`config.mk`:
```
export PLATFORM = sky130hd
export DESIGN_NAME = cla_seq_adder
export DESIGN_NICKNAME = d
export VERILOG_FILES = /design/src/rtl/cla_seq_adder.sv
export SDC_FILE = /design/constraint.sdc
export NUM_CORES = 1
export LEC_CHECK = 0
export BUFFER_PORTS_ARGS = -buffer_cell sky130_fd_sc_hd__buf_2
export CAP_MARGIN = 40
export CORE_MARGIN = 2
export CORE_UTILIZATION = 49
export DETAILED_ROUTE_END_ITERATION = 10
export PLACE_DENSITY = 0.85
export SLEW_MARGIN = 10
export SYNTH_ARGS = -nofsm -noshare
export SYNTH_HDL_FRONTEND = slang
export SYNTH_SLANG_ARGS = --single-unit
export TNS_END_PERCENT = 20
```
`constraint.sdc`:
```
create_clock -name clk -period 3.7 [get_ports clk]
set_clock_uncertainty 0.1 [all_clocks]
set_input_delay 0.925 -clock clk [delete_from_list [all_inputs] [get_ports clk]]
set_output_delay 0.925 -clock clk [all_outputs]
set_load 0.01 [all_outputs]
```
`src/rtl/cla_seq_adder.sv`:
```
// rtl/cla_seq_adder.sv - multi-cycle add/subtract sequencer, one lookahead slice per cycle
module cla_seq_adder #(
  parameter int WIDTH = 32,
  parameter int CHUNK = 8
) (
  input  logic             clk,
  input  logic             rst,
  input  logic             start,
  input  logic             sub,
  input  logic [WIDTH-1:0] a,
  input  logic [WIDTH-1:0] b,
  output logic             busy,
  output logic             done,
  output logic [WIDTH-1:0] sum,
  output logic             cout,
  output logic             ovf,
  output logic             zero
);
  localparam int NCH = WIDTH / CHUNK;
  localparam int NG  = CHUNK / 2;
  localparam int KW  = (NCH > 1) ? $clog2(NCH) : 1;
  localparam logic [KW-1:0] KLAST = KW'(NCH - 1);

  typedef enum logic [1:0] {IDLE, RUN, DONE} state_t;

  state_t state, state_d;
  logic   accept, last;

  logic [KW-1:0]               k;
  logic                        carry;
  logic [NCH-1:0][CHUNK-1:0]   opa, opb, sum_r, nsum;

  logic [CHUNK-1:0] sa, sb, sp, sg, ssum;
  logic [NG-1:0]    gp, gg, pp, pg;
  logic [NG:0]      cgrp;
  logic [CHUNK:0]   c;

  always_ff @(posedge clk or negedge rst) begin
    if (!rst) state <= IDLE;
    else      state <= state_d;
  end

  always_comb begin
    state_d = state;
    accept  = 1'b0;
    last    = 1'b0;
    case (state)
      IDLE: if (start) begin
        accept  = 1'b1;
        state_d = RUN;
      end
      RUN: if (k == KLAST) begin
        last    = 1'b1;
        state_d = DONE;
      end
      DONE: begin
        if (start) begin
          accept  = 1'b1;
          state_d = RUN;
        end else begin
          state_d = IDLE;
        end
      end
      default: state_d = IDLE;
    endcase
  end

  assign busy = (state == RUN);
  assign done = (state == DONE);
  assign sum  = sum_r;

  // Slice adder: 2-bit group P/G cells, then a log-depth prefix over groups
  always_comb begin
    sa = opa[k];
    sb = opb[k];
    sp = sa ^ sb;
    sg = sa & sb;
    for (int i = 0; i < NG; i++) begin
      gp[i] = sp[2*i+1] & sp[2*i];
      gg[i] = sg[2*i+1] | (sp[2*i+1] & sg[2*i]);
    end
    pp = gp;
    pg = gg;
    for (int d = 1; d < NG; d = d * 2) begin
      for (int i = NG - 1; i >= d; i--) begin
        pg[i] = pg[i] | (pp[i] & pg[i-d]);
        pp[i] = pp[i] & pp[i-d];
      end
    end
    cgrp[0] = carry;
    for (int j = 1; j <= NG; j++) cgrp[j] = pg[j-1] | (pp[j-1] & carry);
    c = '0;
    for (int j = 0; j < NG; j++) begin
      c[2*j]   = cgrp[j];
      c[2*j+1] = sg[2*j] | (sp[2*j] & cgrp[j]);
    end
    c[CHUNK] = cgrp[NG];
    ssum     = sp ^ c[CHUNK-1:0];
    nsum     = sum_r;
    nsum[k]  = ssum;
  end

  always_ff @(posedge clk or negedge rst) begin
    if (!rst) begin
      k     <= '0;
      carry <= 1'b0;
      opa   <= '0;
      opb   <= '0;
      sum_r <= '0;
      cout  <= 1'b0;
      ovf   <= 1'b0;
      zero  <= 1'b0;
    end else if (accept) begin
      opa   <= a;
      opb   <= b ^ {WIDTH{sub}};
      carry <= sub;
      k     <= '0;
    end else if (state == RUN) begin
      sum_r[k] <= ssum;
      carry    <= c[CHUNK];
      k        <= k + 1'b1;
      if (last) begin
        cout <= c[CHUNK];
        ovf  <= c[CHUNK-1] ^ c[CHUNK];
        zero <= (nsum == '0);
      end
    end
  end
endmodule

```
==> qor.yml, run 1 <==
num_vias: 3518
dr.pass1.iters: 4
drive_above_1_share_pct: 38.4
critPathKind: "flop to flop"
ys_seq_area_share_pct: 52.8
synth_top_cell_area_share_pct: 52.8
num_rows: 36
p_comb_share_pct: 58.4
yosys_warnings: 0
slew_violations: 0
grt_max_degree: 67
clk_pin_slew_ns: 0.09
status: "finished, final reports clean"
async_reset_ff_share_pct: 100
cp.required_ns: 3.89
grt_pass1_wl_um: 17300
power.switching_mw: 2.79
cts.path.max_buffers: 2
p_int_mw: 3.69
synth_ff_type: "dfrtp_1"
path_max_fanout: 11
stdcell_area_um2: 5820
synth-seq-cells: 104
period_share_pct: 98.6
die_w_um: 104
synthDistinctLibCells: 32
htree_levels: 3
grtUsageTotal_pct: 20.4
switching_share_pct: 43.0
synth_top_cells_by_area: "dfrtp_1, mux2_2, mux4_2, xnor2_1, o21ai_0"
synth_cells: 409
grt_overflow: 0
crit_path_end_kind: "flop"
crit_buf_inv: 1
start_util_pct: 50.4
place_hpwl_um: 8050
syn-mean-instance-area_um2: 12.0
antenna_found_initial: 0
postRouteAntennaNets: 0
synth_enable_flop_cells: 0
p_seq_share_pct: 32.1
pwr-share-clk_pct: 9.5
dieHeight_um: 104
drv_cap: 0
fin_hold_ws_ns: 0.385
cts-root-buf: "clkbuf_8"
cp_slowest_cell: "mux4_2"
place_congestion: 0.931
clock_latency_ns: 0.37
worst_path_largest_cell_delay_ns: 0.55
vdd_drop_max_mv: 0.965
cts_made_buffers: 9
cp_top_family: "simple AND/OR/NAND/NOR gates"
fmax_ghz: 0.274
critPathLaunchType: "flop"
io_pins: 105
routedWlPerCell_um: 16.4
drc: 0
hold_path_class: "flop to flop"
diodes: 0
dpl_cell_area_um2: 5620
syn-cell-area_um2: 4930
syn-num-nets: 493
netlist_top_cells_count: "dfrtp_1, nand2_1, o21ai_0"
cp_data_arrival_time_ns: 3.84
fin_crit_ns: 3.65
cts.sinks: 104
crit_chain: "buf_12, mux4_2, ha_1, a21o_1, a21oi_2, nand2_1, nand3_1, nand2_1, fa_1, or3_1, nor4_1, nand3_1, o21ai_1"
grt_pass1_vias: 3507
tightest_slew_ns: 0.855
power_density_nw_per_um2: 1110
slew-limit-headroom_pct: 43.0
setup_violations: 0
post_drt_via_cell_ratio: 5.40
setup_tns_ns: 0
drt-initial-drc-count: 210
wirelength_um: 10700
io_buffers: 104
hold_viol_final: 0
die-area_um2: 10900
fin_nets: 599
core_area_um2: 9770
syn2layout_area_growth_pct: 18.2
synth_top_cell_by_area: "dfrtp_1"
cts_tree: "yes"
synth.most_common_cell: "dfrtp_1"
cellLeakagePower_nw: 2.69
per-layer routing:
metal	global-route usage, %	routed length (um)
met1	27.1	4500
met2	33.1	5370
met3	5.83	668
met4	5.31	127
met5	0	0
tightest hold or removal path, stage by stage, from the launching register on:
cell and delay, ns:
dfrtp_1 0.35, nand2_1 0.05, o21ai_0 0.06
registers in the layout, summed over array words and instances, names as in the netlist:
signal  flops
opa        32
opb        32
sum        32
k           2
state       2
carry       1
cout        1
ovf         1
zero        1
what timing repair did:
item                                    CTS  global route
endpoints found under the setup margin    0             1
gates resized for setup                   0             2
buffers inserted                          0             1
hold buffers                              0             0
power by group through the flow:
stage                     combinational (mW)  sequential, mW  clock, mW
after global routing                    4.14            2.15      0.669
final                                   3.79            2.08      0.614
after detailed placement                3.69            2.10          0
after global placement                  3.52            2.05          0
after floorplan                         2.36            2.04          0
after CTS                               3.70            2.08      0.624
path summary, 6_finish.rpt:
| kind | endpoint | depth (start not counted) | from | slack (ns) |
|---|---|---|---|---|
| setup / recovery | zero$_DFFE_PN0P_ | 13 | k[0]$_DFFE_PN0P_ | 0.05 |
| hold / removal | sum[26]$_DFFE_PN0P_ | 2 | sum[26]$_DFFE_PN0P_ | 0.39 |
| setup reg to reg | zero$_DFFE_PN0P_ | 13 | k[0]$_DFFE_PN0P_ | 0.05 |
| hold reg to reg | sum[26]$_DFFE_PN0P_ | 2 | sum[26]$_DFFE_PN0P_ | 0.39 |
| max in group asynchronous | sum[19]$_DFFE_PN0P_ | 2 | rst | 2.20 |
| min in group asynchronous | sum[8]$_DFFE_PN0P_ | 1 | rst | 0.53 |
cell type report:
type | instances | area (um2)
flip-flops and latches | 104 | 2600
fillers | 812 | 3950
well taps | 133 | 166
clock buffers | 11 | 141
inverters | 5 | 18.8
multi-input cells | 277 | 2210
repair buffers | 118 | 658
clock inverters | 3 | 20.0
cells by family after synthesis:
family,share of synthesized area (%)
buffers and inverters,2.46
adder cells (fa/ha/maj),4.67
AND/OR/NAND/NOR,7.87
XOR/XNOR,6.40
flip-flops,52.8
AO/OA/AOI/OAI,8.18
multiplexers,17.6
per-stage QoR:
step	setup WS [ns]	cells	power (mW)	util, %
after global routing	-0.0363	651	6.96	59.6
after detailed placement	0.0898	635	5.79	57.5
final	0.0536	651	6.48	59.6
after CTS	0.0728	649	6.40	59.2
after global placement	0.202	635	5.57	57.5
after floorplan	0.108	409	4.41	-
placed cells by master, fill, tap and decap left out, types with 4 or more instances in the layout:
cell and instances:
dfrtp_1 103, buf_2 103, nand2_1 66, o21ai_0 59
mux2_2 45, xnor2_1 36, mux4_2 16, buf_4 13
ha_1 12, clkbuf_8 10, nor2_1 6, a21oi_1 4
nand3_1 4, fa_1 4
No activity file was read; power rests on OpenSTA's default activity.
==> run 2, diff against run 1 <==
RECOVER_POWER = 100   (was unset)
==> qor.yml, run 2 (synthesized netlist as in run 1, its figures left out) <==
io_pins: 105
vdd_drop_max_mv: 0.939
setup_tns_ns: 0
critPathLaunchType: "flop"
dp.cells: 635
setup_ws_ns: 0.110
dr.pass1.iters: 4
start_util_pct: 50.4
post_drt_via_cell_ratio: 5.41
cts.sinks: 104
whs_endpoint: "sum[26]$_DFFE_PN0P_"
power_mw: 6.42
crit_path_end_kind: "flop"
r2r_slack_ns: 0.11
fmax_ghz: 0.279
violations: "max-capacitance violations, max-slew violations"
fin_util_pct: 58.8
clk_pin_slew_ns: 0.09
drv_cap: 2
fin_crit_ns: 3.59
clock_latency_ns: 0.36
pwr-share-clk_pct: 9.6
wirelength_um: 10700
drc: 0
grt_max_degree: 67
r2r_cells: 13
status: "complete, but fails checks"
antenna_found_initial: 0
slew-limit-headroom_pct: -65.7
routedWlPerCell_um: 16.5
postRouteAntennaNets: 0
power.switching_mw: 2.80
power_density_nw_per_um2: 1120
p_comb_share_pct: 57.8
drive_above_1_share_pct: 30.1
core_area_um2: 9770
p_int_mw: 3.61
num_rows: 36
whs_path_depth: 2
dieHeight_um: 104
setup_violations: 0
cp.required_ns: 3.89
diodes: 0
tightest_slew_ns: 2.49
cp_data_arrival_time_ns: 3.78
pre_cts_slack_ns: 0.0898
syn2layout_area_growth_pct: 16.7
fin_hold_ws_ns: 0.387
holdCritStartpoint: "sum[26]$_DFFE_PN0P_"
cts-root-buf: "clkbuf_8"
cts_made_buffers: 9
r2r-start: "k[0]$_DFFE_PN0P_"
fillers: 837
critPathKind: "flop to flop"
place_hpwl_um: 8050
hold_path_class: "flop to flop"
period_share_pct: 97.0
dpl_cell_area_um2: 5620
slew_violations: 130
p_seq_share_pct: 32.6
grt_pass1_wl_um: 17300
final_cell_mix: "dfrtp_1, buf_2, nand2_1, o21ai_0, mux2_2"
grt_overflow: 0
place_congestion: 0.931
hold_buffers: 0
drt-initial-drc-count: 163
fin_nets: 599
cts.path.max_buffers: 2
grtUsageTotal_pct: 20.4
die_w_um: 104
path_max_fanout: 11
grt_pass1_vias: 3507
switching_share_pct: 43.7
fin_cells: 651
num_vias: 3524
r2r-end: "zero$_DFFE_PN0P_"
cellLeakagePower_nw: 2.55
hold_viol_final: 0
stdcell_area_um2: 5750
io_buffers: 104
htree_levels: 3
layout_commonest_cell: "dfrtp_1"
cts_tree: "yes"
die-area_um2: 10900
run 2: final cells by class:
class | count | area [um2] | area share, %
Inverter | 5 | 18.8 | 0.327
Clock inverter | 3 | 20.0 | 0.348
Timing Repair Buffer | 118 | 591 | 10.3
Multi-Input combinational cell | 277 | 2210 | 38.4
Clock buffer | 11 | 141 | 2.46
Tap cell | 133 | 166 | 2.90
Sequential cell | 104 | 2600 | 45.3
run 2: metal layers:
layer	track usage, %	part of all wire [%]
met1	27.1	42
met3	5.83	6.3
met2	33.1	50
met5	0	0
met4	5.31	1.3
run 2: worst max-delay path by stage:
stage                     startpoint               end  slack [ns]  depth (start not counted)
floorplan           k[0]$_DFFE_PN0P_  zero$_DFFE_PN0P_        0.11                         14
global placement    k[0]$_DFFE_PN0P_  zero$_DFFE_PN0P_        0.20                         13
detailed placement  k[0]$_DFFE_PN0P_  zero$_DFFE_PN0P_        0.09                         13
CTS                 k[0]$_DFFE_PN0P_  zero$_DFFE_PN0P_        0.07                         13
global route        k[0]$_DFFE_PN0P_  zero$_DFFE_PN0P_       -0.04                         13
finish              k[0]$_DFFE_PN0P_  zero$_DFFE_PN0P_        0.11                         13
run 2: worst max-delay path, stage by stage (launching register included):
cell and delay [ns]:
dfrtp_2 0.39, buf_12 0.15, mux4_2 0.55, ha_1 0.34, a21o_1 0.21, a21oi_2 0.16
nand2_1 0.11, nand3_1 0.10, nand2_1 0.07, fa_1 0.46, or3_1 0.38, nor4_1 0.24
nand3_1 0.11, o21ai_1 0.12
run 2: timing repair:
item                       CTS  global route
setup endpoints to repair    0             1
setup buffers                0             1
gates resized for setup      0             2
run 2: power groups by stage:
| stage | sequential [mW] | combinational (mW) | clock [mW] |
|---|---|---|---|
| after floorplan | 2.04 | 2.36 | 0 |
| after global placement | 2.05 | 3.52 | 0 |
| after detailed placement | 2.10 | 3.69 | 0 |
| after CTS | 2.08 | 3.70 | 0.624 |
| after global routing | 2.15 | 4.07 | 0.669 |
| final | 2.09 | 3.71 | 0.613 |
